[src/rtl/tmds_encoder_array_if.sv]
// tmds_encoder_array_if: shared mode, per-lane payload and encoded symbol bus for the TMDS encoder array.
// The master drives clock enable and payload; the encoder (slave) returns the 10-bit symbols.
interface tmds_encoder_array_if #(parameter int CHANNELS = 3);
  logic                    ce;
  logic [1:0]              mode;
  logic [8*CHANNELS-1:0]   vd;
  logic [2*CHANNELS-1:0]   cd;
  logic [4*CHANNELS-1:0]   terc;
  logic [10*CHANNELS-1:0]  tmds;
  modport master (output ce, mode, vd, cd, terc, input tmds);
  modport slave (input ce, mode, vd, cd, terc, output tmds);
endinterface

[src/rtl/tmds_encoder_array.sv]
// tmds_encoder_array: two-stage pipelined TMDS encoder (video/control, plus TERC4 and guard band when TMDS_DATA_ISLAND_EN is defined).
// Stage 1 performs transition minimisation; stage 2 does DC balancing and mode selection per lane.
module tmds_encoder_array #(
  parameter int CHANNELS = 3
) (
  input logic                 clk,
  input logic                 rst_n,
  tmds_encoder_array_if.slave bus
);
  localparam logic [9:0] CTRL_LUT [4] = '{
    10'b1101010100, 10'b0010101011, 10'b0101010100, 10'b1010101011
  };
`ifdef TMDS_DATA_ISLAND_EN
  localparam logic [9:0] TERC_LUT [16] = '{
    10'b1010011100, 10'b1001100011, 10'b1011100100, 10'b1011100010,
    10'b0101110001, 10'b0100011110, 10'b0110001110, 10'b0100111100,
    10'b1011001100, 10'b0100111001, 10'b0110011100, 10'b1011000110,
    10'b1010001110, 10'b1001110001, 10'b0101100011, 10'b1011000011
  };
`endif
  logic [1:0] mode_d, mode_q;
  always_comb mode_d = bus.mode;
  always_ff @(posedge clk or negedge rst_n)
    if (!rst_n) mode_q <= 2'd0;
    else if (bus.ce) mode_q <= mode_d;
  for (genvar i = 0; i < CHANNELS; i++) begin : g_lane
`ifdef TMDS_DATA_ISLAND_EN
    localparam logic [9:0] GUARD = (i % 2 == 0) ? 10'b1011001100 : 10'b0100110011;
    logic [3:0] terc_d, terc_q;
`endif
    logic [7:0] v;
    logic [3:0] n_vd, n1_d, n1_q;
    logic use_xnor;
    logic [8:0] qm_d, qm_q;
    logic [1:0] cd_d, cd_q;
    logic q8, bal, inv;
    logic signed [4:0] diff, vcnt, cnt_d, cnt_q;
    logic [9:0] vid, sym_d, sym_q;
    assign v = bus.vd[8*i +: 8];
    always_comb begin
      n_vd = '0;
      for (int k = 0; k < 8; k++) n_vd = n_vd + 4'(v[k]);
      use_xnor = (n_vd > 4'd4) || (n_vd == 4'd4 && !v[0]);
      qm_d = '0;
      qm_d[0] = v[0];
      for (int k = 1; k < 8; k++) qm_d[k] = qm_d[k-1] ^ v[k] ^ use_xnor;
      qm_d[8] = ~use_xnor;
      n1_d = '0;
      for (int k = 0; k < 8; k++) n1_d = n1_d + 4'(qm_d[k]);
      cd_d = bus.cd[2*i +: 2];
`ifdef TMDS_DATA_ISLAND_EN
      terc_d = bus.terc[4*i +: 4];
`endif
    end
    // diff is N1-N0 = 2*N1-8, wrapped to the 5-bit counter width
    always_comb begin
      q8 = qm_q[8];
      diff = 5'({n1_q, 1'b0} - 5'd8);
      bal = (cnt_q == 5'sd0) || (n1_q == 4'd4);
      inv = (cnt_q > 5'sd0 && n1_q > 4'd4) || (cnt_q < 5'sd0 && n1_q < 4'd4);
      vid = bal ? {~q8, q8, q8 ? qm_q[7:0] : ~qm_q[7:0]}
          : inv ? {1'b1, q8, ~qm_q[7:0]}
          : {1'b0, q8, qm_q[7:0]};
      vcnt = bal ? cnt_q + (q8 ? diff : -diff)
           : inv ? cnt_q + $signed({3'b000, q8, 1'b0}) - diff
           : cnt_q + diff - $signed({3'b000, ~q8, 1'b0});
`ifdef TMDS_DATA_ISLAND_EN
      sym_d = mode_q == 2'd1 ? vid
            : mode_q == 2'd2 ? TERC_LUT[terc_q]
            : mode_q == 2'd3 ? GUARD
            : CTRL_LUT[cd_q];
`else
      sym_d = mode_q == 2'd1 ? vid : CTRL_LUT[cd_q];
`endif
      cnt_d = mode_q == 2'd1 ? vcnt : 5'sd0;
    end
    always_ff @(posedge clk or negedge rst_n)
      if (!rst_n) begin
        qm_q  <= '0;
        n1_q  <= '0;
        cd_q  <= '0;
        cnt_q <= '0;
        sym_q <= '0;
      end else if (bus.ce) begin
        qm_q  <= qm_d;
        n1_q  <= n1_d;
        cd_q  <= cd_d;
        cnt_q <= cnt_d;
        sym_q <= sym_d;
      end
`ifdef TMDS_DATA_ISLAND_EN
    always_ff @(posedge clk or negedge rst_n)
      if (!rst_n) terc_q <= '0;
      else if (bus.ce) terc_q <= terc_d;
`endif
    assign bus.tmds[10*i +: 10] = sym_q;
  end
endmodule

[src/flat_wrapper.sv]
// flat-port wrapper written by rule: the top's interface ports become plain ports
module tmds_encoder_array_flat 
#(
  parameter int CHANNELS = 3
)
  (clk, rst_n, bus_ce, bus_mode, bus_vd, bus_cd, bus_terc, bus_tmds);
  tmds_encoder_array_if #(.CHANNELS(CHANNELS)) bus_i ();
  input logic clk;
  input logic rst_n;
  input wire logic [$bits(bus_i.ce)-1:0] bus_ce;
  input wire logic [$bits(bus_i.mode)-1:0] bus_mode;
  input wire logic [$bits(bus_i.vd)-1:0] bus_vd;
  input wire logic [$bits(bus_i.cd)-1:0] bus_cd;
  input wire logic [$bits(bus_i.terc)-1:0] bus_terc;
  output wire logic [$bits(bus_i.tmds)-1:0] bus_tmds;
  assign bus_i.ce = bus_ce;
  assign bus_i.mode = bus_mode;
  assign bus_i.vd = bus_vd;
  assign bus_i.cd = bus_cd;
  assign bus_i.terc = bus_terc;
  assign bus_tmds = bus_i.tmds;
  tmds_encoder_array #(.CHANNELS(CHANNELS)) u_core (.clk(clk), .rst_n(rst_n), .bus(bus_i));
endmodule
[config.mk]
export PLATFORM = sky130hd
export DESIGN_NAME = tmds_encoder_array_flat
export DESIGN_NICKNAME = d
export VERILOG_FILES = /design/src/rtl/tmds_encoder_array_if.sv /design/src/rtl/tmds_encoder_array.sv /design/src/flat_wrapper.sv
export SDC_FILE = /design/constraint.sdc
export NUM_CORES = 1
export LEC_CHECK = 0
export ABC_AREA = 1
export BUFFER_PORTS_ARGS = -buffer_cell sky130_fd_sc_hd__buf_2
export CORE_MARGIN = 1
export CORE_UTILIZATION = 60
export DETAILED_ROUTE_END_ITERATION = 6
export PLACE_DENSITY = 0.86
export SLEW_MARGIN = 20
export SYNTH_ARGS = -nofsm -noshare
export SYNTH_HDL_FRONTEND = slang
export SYNTH_SLANG_ARGS = --single-unit
[constraint.sdc]
create_clock -name clk -period 2.7 [get_ports clk]
set_input_delay 0.135 -clock clk [delete_from_list [all_inputs] [get_ports clk]]
set_output_delay 0.135 -clock clk [all_outputs]
set_load 0.03 [all_outputs]
### Word level (Yosys, flattened, before mapping)

Index checks and enable logic that the tools add are counted.

* word-level logic and storage cells: 215
* output and inout port bits: 30
* register bits: 92

* equal/unequal tests: 7
* multiplexer cells: 33
* add/sub/neg operators: 63
* bitwise gates (word level): 54
* reduce and logical (&&, ||, !) cells: 24
* order comparisons: 18

Operators with widths (count)
* $mux W10: 15
* $add A4 B1 Y4: 36
* $bmux W10 S2: 3
* $mux W5: 12
* $xor A1 B1 Y1: 42
* $add A5 B5 Y5: 6
* $eq A4 B3 Y1 const B: 6
* $gt A4 B3 Y1 const B: 6
* $mux W8: 3
* $not A8 Y8: 3
* $add A5 B3 Y5: 3
* $gt A5 B1 Y1 const B: 3
* $logic_not A5 Y1: 3
* $lt A5 B1 Y1 const B: 3
* $neg A5 Y5: 3
* $sub A5 B3 Y5: 3
* $sub A5 B4 Y5 const B: 3
* $sub A5 B5 Y5: 3
* $add A1 B1 Y2: 6
* $lt A4 B3 Y1 const B: 3
* $ge A3 B3 Y1 const B: 3
* $logic_and A1 B1 Y1: 9
* $logic_or A1 B1 Y1: 9
* $not A2 Y3: 3
* other kinds (3): 10

### Longest topological paths before layout

Gate-level depths: netlist of the first run.

* depth in word-level cells: 24
* gate-level depth with buffers: 26

### Least setup slack after synthesis of the first run

Ideal clock, no wire load.

* kind: input port to flip-flop
* start point: input port bus_vd[0]
* end point: register u_core.g_lane[0].n1_q[2]
* setup slack: -2541 ps
* stages: 20
* data arrival time: 5159 ps
* buffers on the path: 0
* setup time: 83 ps
* path through: ha_1 > inv_1 > fa_1 > fa_1 > inv_1 > fa_1 > fa_1 > nor2_1 > nand2_1 > nand2_1 > o21ai_1 > xor2_1 > ha_1 > inv_1 > fa_1 > fa_1 > fa_1 > fa_1 > xor2_1 > o21ai_0

* cells in the longest elaborated chain, start to end: 24

RTL lines
* from (decl): RTL line flat_wrapper.sv:12 `input wire logic [$bits(bus_i.vd)-1:0] bus_vd;`
* branches (longest 10 deep; another with $add A4 B1 Y4)
* $xor A1 B1 Y1 (*): RTL line tmds_encoder_array.sv:46 `for (int k = 1; k < 8; k++) qm_d[k] = qm_d[k-1] ^ v[k] ^ use_xnor;`
* via u_core.g_lane[0].qm_d[1]: RTL line tmds_encoder_array.sv:34 `logic [8:0] qm_d, qm_q;`
* branches (longest 12 deep; another with $add A4 B1 Y4)
* $add A4 B1 Y4 (*): RTL line tmds_encoder_array.sv:49 `for (int k = 0; k < 8; k++) n1_d = n1_d + 4'(qm_d[k]);`
* to (signal assigned): RTL line tmds_encoder_array.sv:86 `n1_q <= n1_d;`
* to (decl): RTL line tmds_encoder_array.sv:32 `logic [3:0] n_vd, n1_d, n1_q;`

Mark *: on every way through the listed nets, which the timed path passes.
A chain may end at the register's enable or synchronous reset.

### Worst setup path in the final report of the first run

* start point: input port bus_vd[8]
* end point: register u_core.g_lane[1].n1_q[1]

* cells in the longest elaborated chain, start to end: 24

RTL lines (RTL line)
* branches (longest 10 deep; another with $add A4 B1 Y4)
* $xor A1 B1 Y1 (*): tmds_encoder_array.sv:46
* via u_core.g_lane[1].qm_d[1]: tmds_encoder_array.sv:34
* branches (longest 12 deep; another with $add A4 B1 Y4)
* $add A4 B1 Y4 (*): tmds_encoder_array.sv:49
* to (signal assigned): tmds_encoder_array.sv:86
* to (decl): tmds_encoder_array.sv:32

Marks and branches as above.

==> impl_metrics.tcl, run 1 <==
set metrics [dict create \
    drtAntennaViolNets 0 \
    netlist.area_leader.share_pct 31.28 \
    grt_overflow 0 \
    min_from "bus_cd[5]" \
    syn_avg_cell_area_um2 8.240 \
    antenna_found_initial 0 \
    peakVddDrop_uv 1019 \
    fin_ws_ns -2.417 \
    wire_per_inst_um 19.57 \
    drtIter0Drc 825 \
    tritoncts "yes" \
    grt_max_degree 90 \
    fillers 535 \
    clk_pin_slew_worst_paths_ns 0.06 \
    fin_nets 1185 \
    place_ws_ns -2.639 \
    holdWs_ns 0.01340 \
    crit_required_ns 2.97 \
    die-area_um2 12310 \
    reg2reg_to "u_core.g_lane[1].cnt_q[4]" \
    yosys_register_bits 89 \
    cp_num_buf_inv 7 \
    gp_congestion 0.9229 \
    drv_cap 0 \
    postLayoutCellArea_um2 9464 \
    synthAdderAreaFrac_pct 22.57 \
    cp.arrival_ns 5.38 \
    rsz0062_at_grt "yes" \
    yosysWarnings 0 \
    stdcell_count 1181 \
    synthDistinctLibCells 39 \
    regToRegSetupSlack_ns 0.21 \
    layout_common_cells "nand2_1 (172), inv_1 (123), dfrtp_1 (89)" \
    via_per_inst 6.069 \
    syn2layout_area_growth_pct 32.94 \
    fin_skew_ns 0.007787 \
    syn-num-nets 1016 \
    hp-class "in2reg" \
    cp_max_fo 4 \
    setup_violations 31 \
    hold_viol 0 \
    power_frac_seq_pct 17.8 \
    cp_slowest_cell "fa_1" \
    grt_pass1_vias 6690 \
    drive_gt1_share_pct 30.15 \
    finalPower_mw 11.99 \
    num_rows 39 \
    synth_xor_area_share_pct 6.872 \
    firstDrtPassIters 6 \
    initial_utilization_pct 62.08 \
    r2r_cells 9 \
    swShare_pct 49.55 \
    cts.sinks 89 \
    fin_crit_sh_pct 189.5 \
    relSlewSlack_pct 36.59 \
    track_usage_pct 32.23 \
    cts_made_buffers 9 \
    io_pins 77 \
    period_minus_slack_ns 5.117 \
    fin_tns_setup_ns -36.02 \
    root_buffer "clkbuf_16" \
    cp_cell_sequence "buf_8 -> ha_4 -> inv_2 -> fa_1 -> fa_1 -> inv_1 -> fa_2 -> fa_2 -> inv_2 -> nand3_2 -> nand2_4 -> nand2_4 -> xor2_2 -> ha_1 -> inv_2 -> fa_1 -> fa_1 -> inv_2 -> fa_2 -> inv_2 -> fa_1 -> o21ai_1" \
    place_area_um2 8322 \
    clock_latency_ns 0.35 \
    htreeDepth 3 \
    cp-end-kind "flop" \
    p_per_area_nw_per_um2 1266 \
    start_kind "input pin" \
    critical-path-top-delay-family "adder cells" \
    core_area_um2 11470 \
    synthMuxAreaShare_pct 0 \
    fp.dieW_um 110.9 \
    port_buffers 64 \
    p_clk_share_pct 11.7 \
    synth_top_family_by_area "adder cells" \
    p_int_mw 6.047 \
    syn_area_um2 7119 \
    slowest_delay_ns 0.56 \
    power.leakage_nw 4.863 \
    synth_cells 864 \
    yosysTopAreaCell "dfrtp_1" \
    whs_endpoint "u_core.g_lane[2].cd_q[1]" \
    synth_compound_area_share_pct 11.97 \
    drc_errors 0 \
    max_freq_mhz 195.4 \
    final_core_util_pct 82.53 \
    final_common_cell "nand2_1" \
    ys_seq_area_share_pct 31.28 \
    clockBufferDepth 2 \
    min_path_cells 3 \
    dp_hpwl_mm 12.33 \
    p_comb_share_pct 70.5 \
    grt_pass1_wl_mm 31.88 \
    synth_top_cells_by_area "dfrtp_1 (31%), ha_1 (12%), fa_1 (11%)" \
    num_vias 7167 \
    reg2reg_from "u_core.g_lane[1].n1_q[2]" \
    placed_cells 1134 \
    status "finished with violations" \
    drt_wl_total_mm 23.11 \
    antennaDiodeCount 0 \
    p_sw_mw 5.939 \
    fp.dieH_um 110.9 \
    violations "negative setup slack" \
    worstSetupPathType "in2reg" \
    tightest_slew_ns 0.9512 \
    synthSimpleGateAreaFrac_pct 18.44 \
    maxSlewViolCount 0 \
]
## worst max path at each step
stage	start	end	slack, ns	cells past startpoint
2_1_floorplan	bus_vd[9]	u_core.g_lane[1].n1_q[1]	-2.28	21
3_3_place_gp	bus_vd[8]	u_core.g_lane[1].n1_q[1]	-2.43	22
3_5_place_dp	bus_vd[8]	u_core.g_lane[1].n1_q[1]	-2.64	22
4_1_cts	bus_vd[16]	u_core.g_lane[2].n1_q[1]	-2.19	22
5_1_grt	bus_vd[8]	u_core.g_lane[1].n1_q[1]	-2.51	23
6_report	bus_vd[8]	u_core.g_lane[1].n1_q[1]	-2.42	22
## cells by family (layout without fill, tap and decap cells)
kind of cell / after synthesis / after routing
compound gates: 146 / 146
xor+xnor: 52 / 52
fa+ha+maj: 105 / 105
buf+inv: 160 / 334
flops: 89 / 89
simple gates: 312 / 312
## synth_stat cells
master / instances
a21oi_1: 20
nand4_1: 1
buf_6: 1
o21ai_2: 5
a211oi_1: 4
nand2_1: 191
xor2_1: 30
nand3b_1: 1
clkbuf_1: 14
ha_1: 66
a31oi_1: 10
nand3_1: 65
o31ai_1: 1
nor2_1: 36
inv_2: 4
xnor2_4: 1
xnor2_1: 19
fa_1: 39
xnor2_2: 1
nor2_2: 3
xor2_2: 1
nand2_4: 1
o21ai_1: 2
o21ai_4: 2
o211ai_1: 12
buf_2: 2
and2_1: 2
o21ai_0: 79
nand3_2: 1
inv_1: 135
o22ai_1: 5
nand2_2: 9
buf_1: 1
o221ai_1: 3
a21o_1: 3
or2_1: 2
dfrtp_1: 89
clkinv_2: 1
clkbuf_8: 2
## worst min-delay path, delay by kind of cell
family	cells	cell delay, ns
buffers and inverters	1	0.07
AO/OA/AOI/OAI	1	0.07
AND/OR/NAND/NOR	1	0.04
## flip-flops by register name, indices dropped and copies added (netlist names)
register / flops
u_core.g_lane.cd_q: 6
u_core.g_lane.qm_q: 27
u_core.g_lane.sym_q: 30
u_core.g_lane.n1_q: 12
u_core.g_lane.cnt_q: 12
u_core.mode_q: 2
## routing by layer
metal  up-vias  track usage, %  share of wire, %
met3       145           5.741               7.9
met2       474           58.26                50
met4         0           10.04               6.5
met5         -               0                 0
li1       3101               -                 -
met1      3447           38.90                36
## power groups by stage
stage / clock network (mW) / registers [mW] / logic (mW)
2_1_floorplan: 0 / 2.29 / 4.99
3_3_place_gp: 0 / 2.08 / 6.61
3_5_place_dp: 0 / 2.10 / 6.96
4_1_cts: 1.38 / 2.09 / 7.46
5_1_grt: 1.44 / 2.17 / 9.17
6_report: 1.40 / 2.14 / 8.45
## what timing repair did
item                                   4_1_cts  5_1_grt
endpoints found under the hold margin       91        0
hold buffers                                 3        0
pin swaps                                   19       24
setup endpoints to repair                   30       31
buffers inserted                            12       31
resized for setup                           67       77
## layout make-up
class	count	area (um2)	area share (%)
Sequential cell	89	2227	23.53
Clock inverter	2	60.06	0.6346
Inverter	140	526.8	5.566
Multi-Input combinational cell	615	4838	51.12
Timing Repair Buffer	178	1369	14.46
Tap cell	143	178.9	1.891
Clock buffer	14	264.0	2.790
(Power assumes the default switching activity.)
==> inputs of run 2 (changes only) <==
--- a/config.mk
+++ b/config.mk
@@ -11,6 +11,7 @@
 export CORE_UTILIZATION = 60
 export DETAILED_ROUTE_END_ITERATION = 6
 export PLACE_DENSITY = 0.86
+export RECOVER_POWER = 25
 export SLEW_MARGIN = 20
 export SYNTH_ARGS = -nofsm -noshare
 export SYNTH_HDL_FRONTEND = slang
==> run 2 against run 1 <==
Effect of this change:
- die area is the same
- sequential cell count is the same
- largest cell class unchanged
- global-route usage is the same
- worst setup slack lost 0.0095 ns
- critical path type unchanged
- sequential power is essentially flat
- the flow still finishes with violations (negative setup slack)
==> impl_metrics.tcl, run 2 (same netlist as run 1, synthesis figures left out) <==
set metrics [dict create \
    setup_violations 31 \
    fin_skew_ns 0.007984 \
    grt_max_degree 90 \
    slowest_delay_ns 0.56 \
    cts_made_buffers 9 \
    drt_wl_total_mm 23.15 \
    p_per_area_nw_per_um2 1269 \
    drtAntennaViolNets 0 \
    whs_endpoint "u_core.g_lane[2].cd_q[1]" \
    critical-path-top-delay-family "adder cells" \
    clk_pin_slew_worst_paths_ns 0.06 \
    swShare_pct 49.61 \
    violations "negative setup slack" \
    cts.sinks 89 \
    r2r_cells 9 \
    peakVddDrop_uv 1019 \
    start_kind "input pin" \
    drc_errors 0 \
    firstDrtPassIters 6 \
    path_depth 22 \
    syn2layout_area_growth_pct 32.76 \
    p_comb_share_pct 70.5 \
    period_minus_slack_ns 5.127 \
    grt_pass1_wl_mm 31.88 \
    fin_ws_ns -2.427 \
    cp_cell_sequence "buf_8 -> ha_4 -> inv_2 -> fa_1 -> fa_1 -> inv_1 -> fa_2 -> fa_2 -> inv_2 -> nand3_2 -> nand2_4 -> nand2_4 -> xor2_2 -> ha_1 -> inv_2 -> fa_1 -> fa_1 -> inv_2 -> fa_2 -> inv_2 -> fa_1 -> o21ai_1" \
    core_area_um2 11470 \
    die-area_um2 12310 \
    fp.dieH_um 110.9 \
    power.leakage_nw 4.858 \
    fp.dieW_um 110.9 \
    max_freq_mhz 195.1 \
    maxSlewViolCount 0 \
    root_buffer "clkbuf_16" \
    final_common_cell "nand2_1" \
    cp_slowest_cell "fa_1" \
    fin_nets 1185 \
    clockBufferDepth 2 \
    clock_latency_ns 0.35 \
    gp_congestion 0.9229 \
    reg2reg_to "u_core.g_lane[1].cnt_q[4]" \
    cp_max_fo 4 \
    io_pins 77 \
    min_path_cells 3 \
    relSlewSlack_pct 16.74 \
    drv_cap 0 \
    power_frac_seq_pct 17.8 \
    tritoncts "yes" \
    track_usage_pct 32.23 \
    worstSetupPathType "in2reg" \
    rsz0062_at_grt "yes" \
    antennaDiodeCount 0 \
    wire_per_inst_um 19.60 \
    regToRegSetupSlack_ns 0.21 \
    status "finished with violations" \
    layout_common_cells "nand2_1 (172), inv_1 (123), dfrtp_1 (89)" \
    num_rows 39 \
    via_per_inst 6.058 \
    p_clk_share_pct 11.7 \
    holdWs_ns 0.01364 \
    reg.largest.list "u_core.g_lane.sym_q (30), u_core.g_lane.qm_q (27)" \
    place_ws_ns -2.639 \
    p_sw_mw 5.951 \
    drive_gt1_share_pct 30.15 \
    grt_pass1_vias 6690 \
    dp_hpwl_mm 12.33 \
    antenna_found_initial 0 \
    hold_viol 0 \
    min_from "bus_cd[5]" \
    num_vias 7154 \
    cp.arrival_ns 5.39 \
    cp-end-kind "flop" \
    port_buffers 64 \
    fin_crit_sh_pct 189.9 \
    tightest_slew_ns 1.249 \
    top_register "u_core.g_lane.sym_q" \
    htreeDepth 3 \
    crit_required_ns 2.96 \
    cp_num_buf_inv 7 \
    largest_reg_flops 30 \
    p_int_mw 6.044 \
    hp-class "in2reg" \
    drtIter0Drc 818 \
    reg2reg_from "u_core.g_lane[1].n1_q[2]" \
    grt_overflow 0 \
    initial_utilization_pct 62.08 \
]
==> run 2: final cells by class <==
cell class / instances / area [um2]
fillers: 537 / 2016
repair buffers: 178 / 1356
inverters: 140 / 526.8
flip-flops and latches: 89 / 2227
multi-input cells: 615 / 4838
clock buffers: 14 / 264.0
clock inverters: 2 / 60.06
well taps: 143 / 178.9
==> run 2: repair_timing <==
action                     4_1_cts  5_1_grt
gates resized for setup         67       77
hold endpoints to repair        91        0
pin swaps                       19       24
buffers inserted                12       31
setup endpoints to repair       30       31
hold buffers                     3        0
==> run 2: worst max-delay path by stage <==
stage / startpoint / to / slack (ns)
after global routing: bus_vd[8] / u_core.g_lane[1].n1_q[1] / -2.51
after floorplan: bus_vd[9] / u_core.g_lane[1].n1_q[1] / -2.28
after global placement: bus_vd[8] / u_core.g_lane[1].n1_q[1] / -2.43
final: bus_vd[8] / u_core.g_lane[1].n1_q[1] / -2.43
after CTS: bus_vd[16] / u_core.g_lane[2].n1_q[1] / -2.19
after detailed placement: bus_vd[8] / u_core.g_lane[1].n1_q[1] / -2.64
==> run 2: metrics by stage <==
| step | setup TNS (ns) | power (mW) | utilization, % | instance area [um2] | std cells |
|---|---|---|---|---|---|
| 3_3_place_gp | -38.62 | 8.695 | 72.57 | 8322 | 1134 |
| 5_1_grt | -39.02 | 12.78 | 82.42 | 9452 | 1181 |
| 4_1_cts | -29.79 | 10.92 | 78.65 | 9019 | 1161 |
| 2_1_floorplan | -30.35 | 7.272 | - | 7277 | 864 |
| 6_report | -36.10 | 11.99 | 82.42 | 9452 | 1181 |
| 3_5_place_dp | -42.74 | 9.062 | 72.57 | 8322 | 1134 |
==> run 2: routing by layer <==
| metal | vias up | global-route usage (%) | routed length (um) |
|---|---|---|---|
| li1 | 3092 | - | - |
| met1 | 3415 | 38.90 | 8344 |
| met2 | 488 | 58.26 | 11400 |
| met3 | 159 | 5.741 | 1868 |
| met4 | 0 | 10.04 | 1535 |
| met5 | - | 0 | 0 |
==> run 2: tightest hold or removal path, stage by stage <==
cell and delay [ns]:
buf_2 0.07, nand2_1 0.04, o21ai_0 0.07
==> run 2: power by group through the flow <==
| stage | Sequential, mW | Clock, mW | Combinational, mW |
|---|---|---|---|
| after floorplan | 2.29 | 0 | 4.99 |
| after global placement | 2.08 | 0 | 6.61 |
| after detailed placement | 2.10 | 0 | 6.96 |
| after CTS | 2.09 | 1.38 | 7.46 |
| after global routing | 2.17 | 1.44 | 9.16 |
| final | 2.14 | 1.40 | 8.45 |
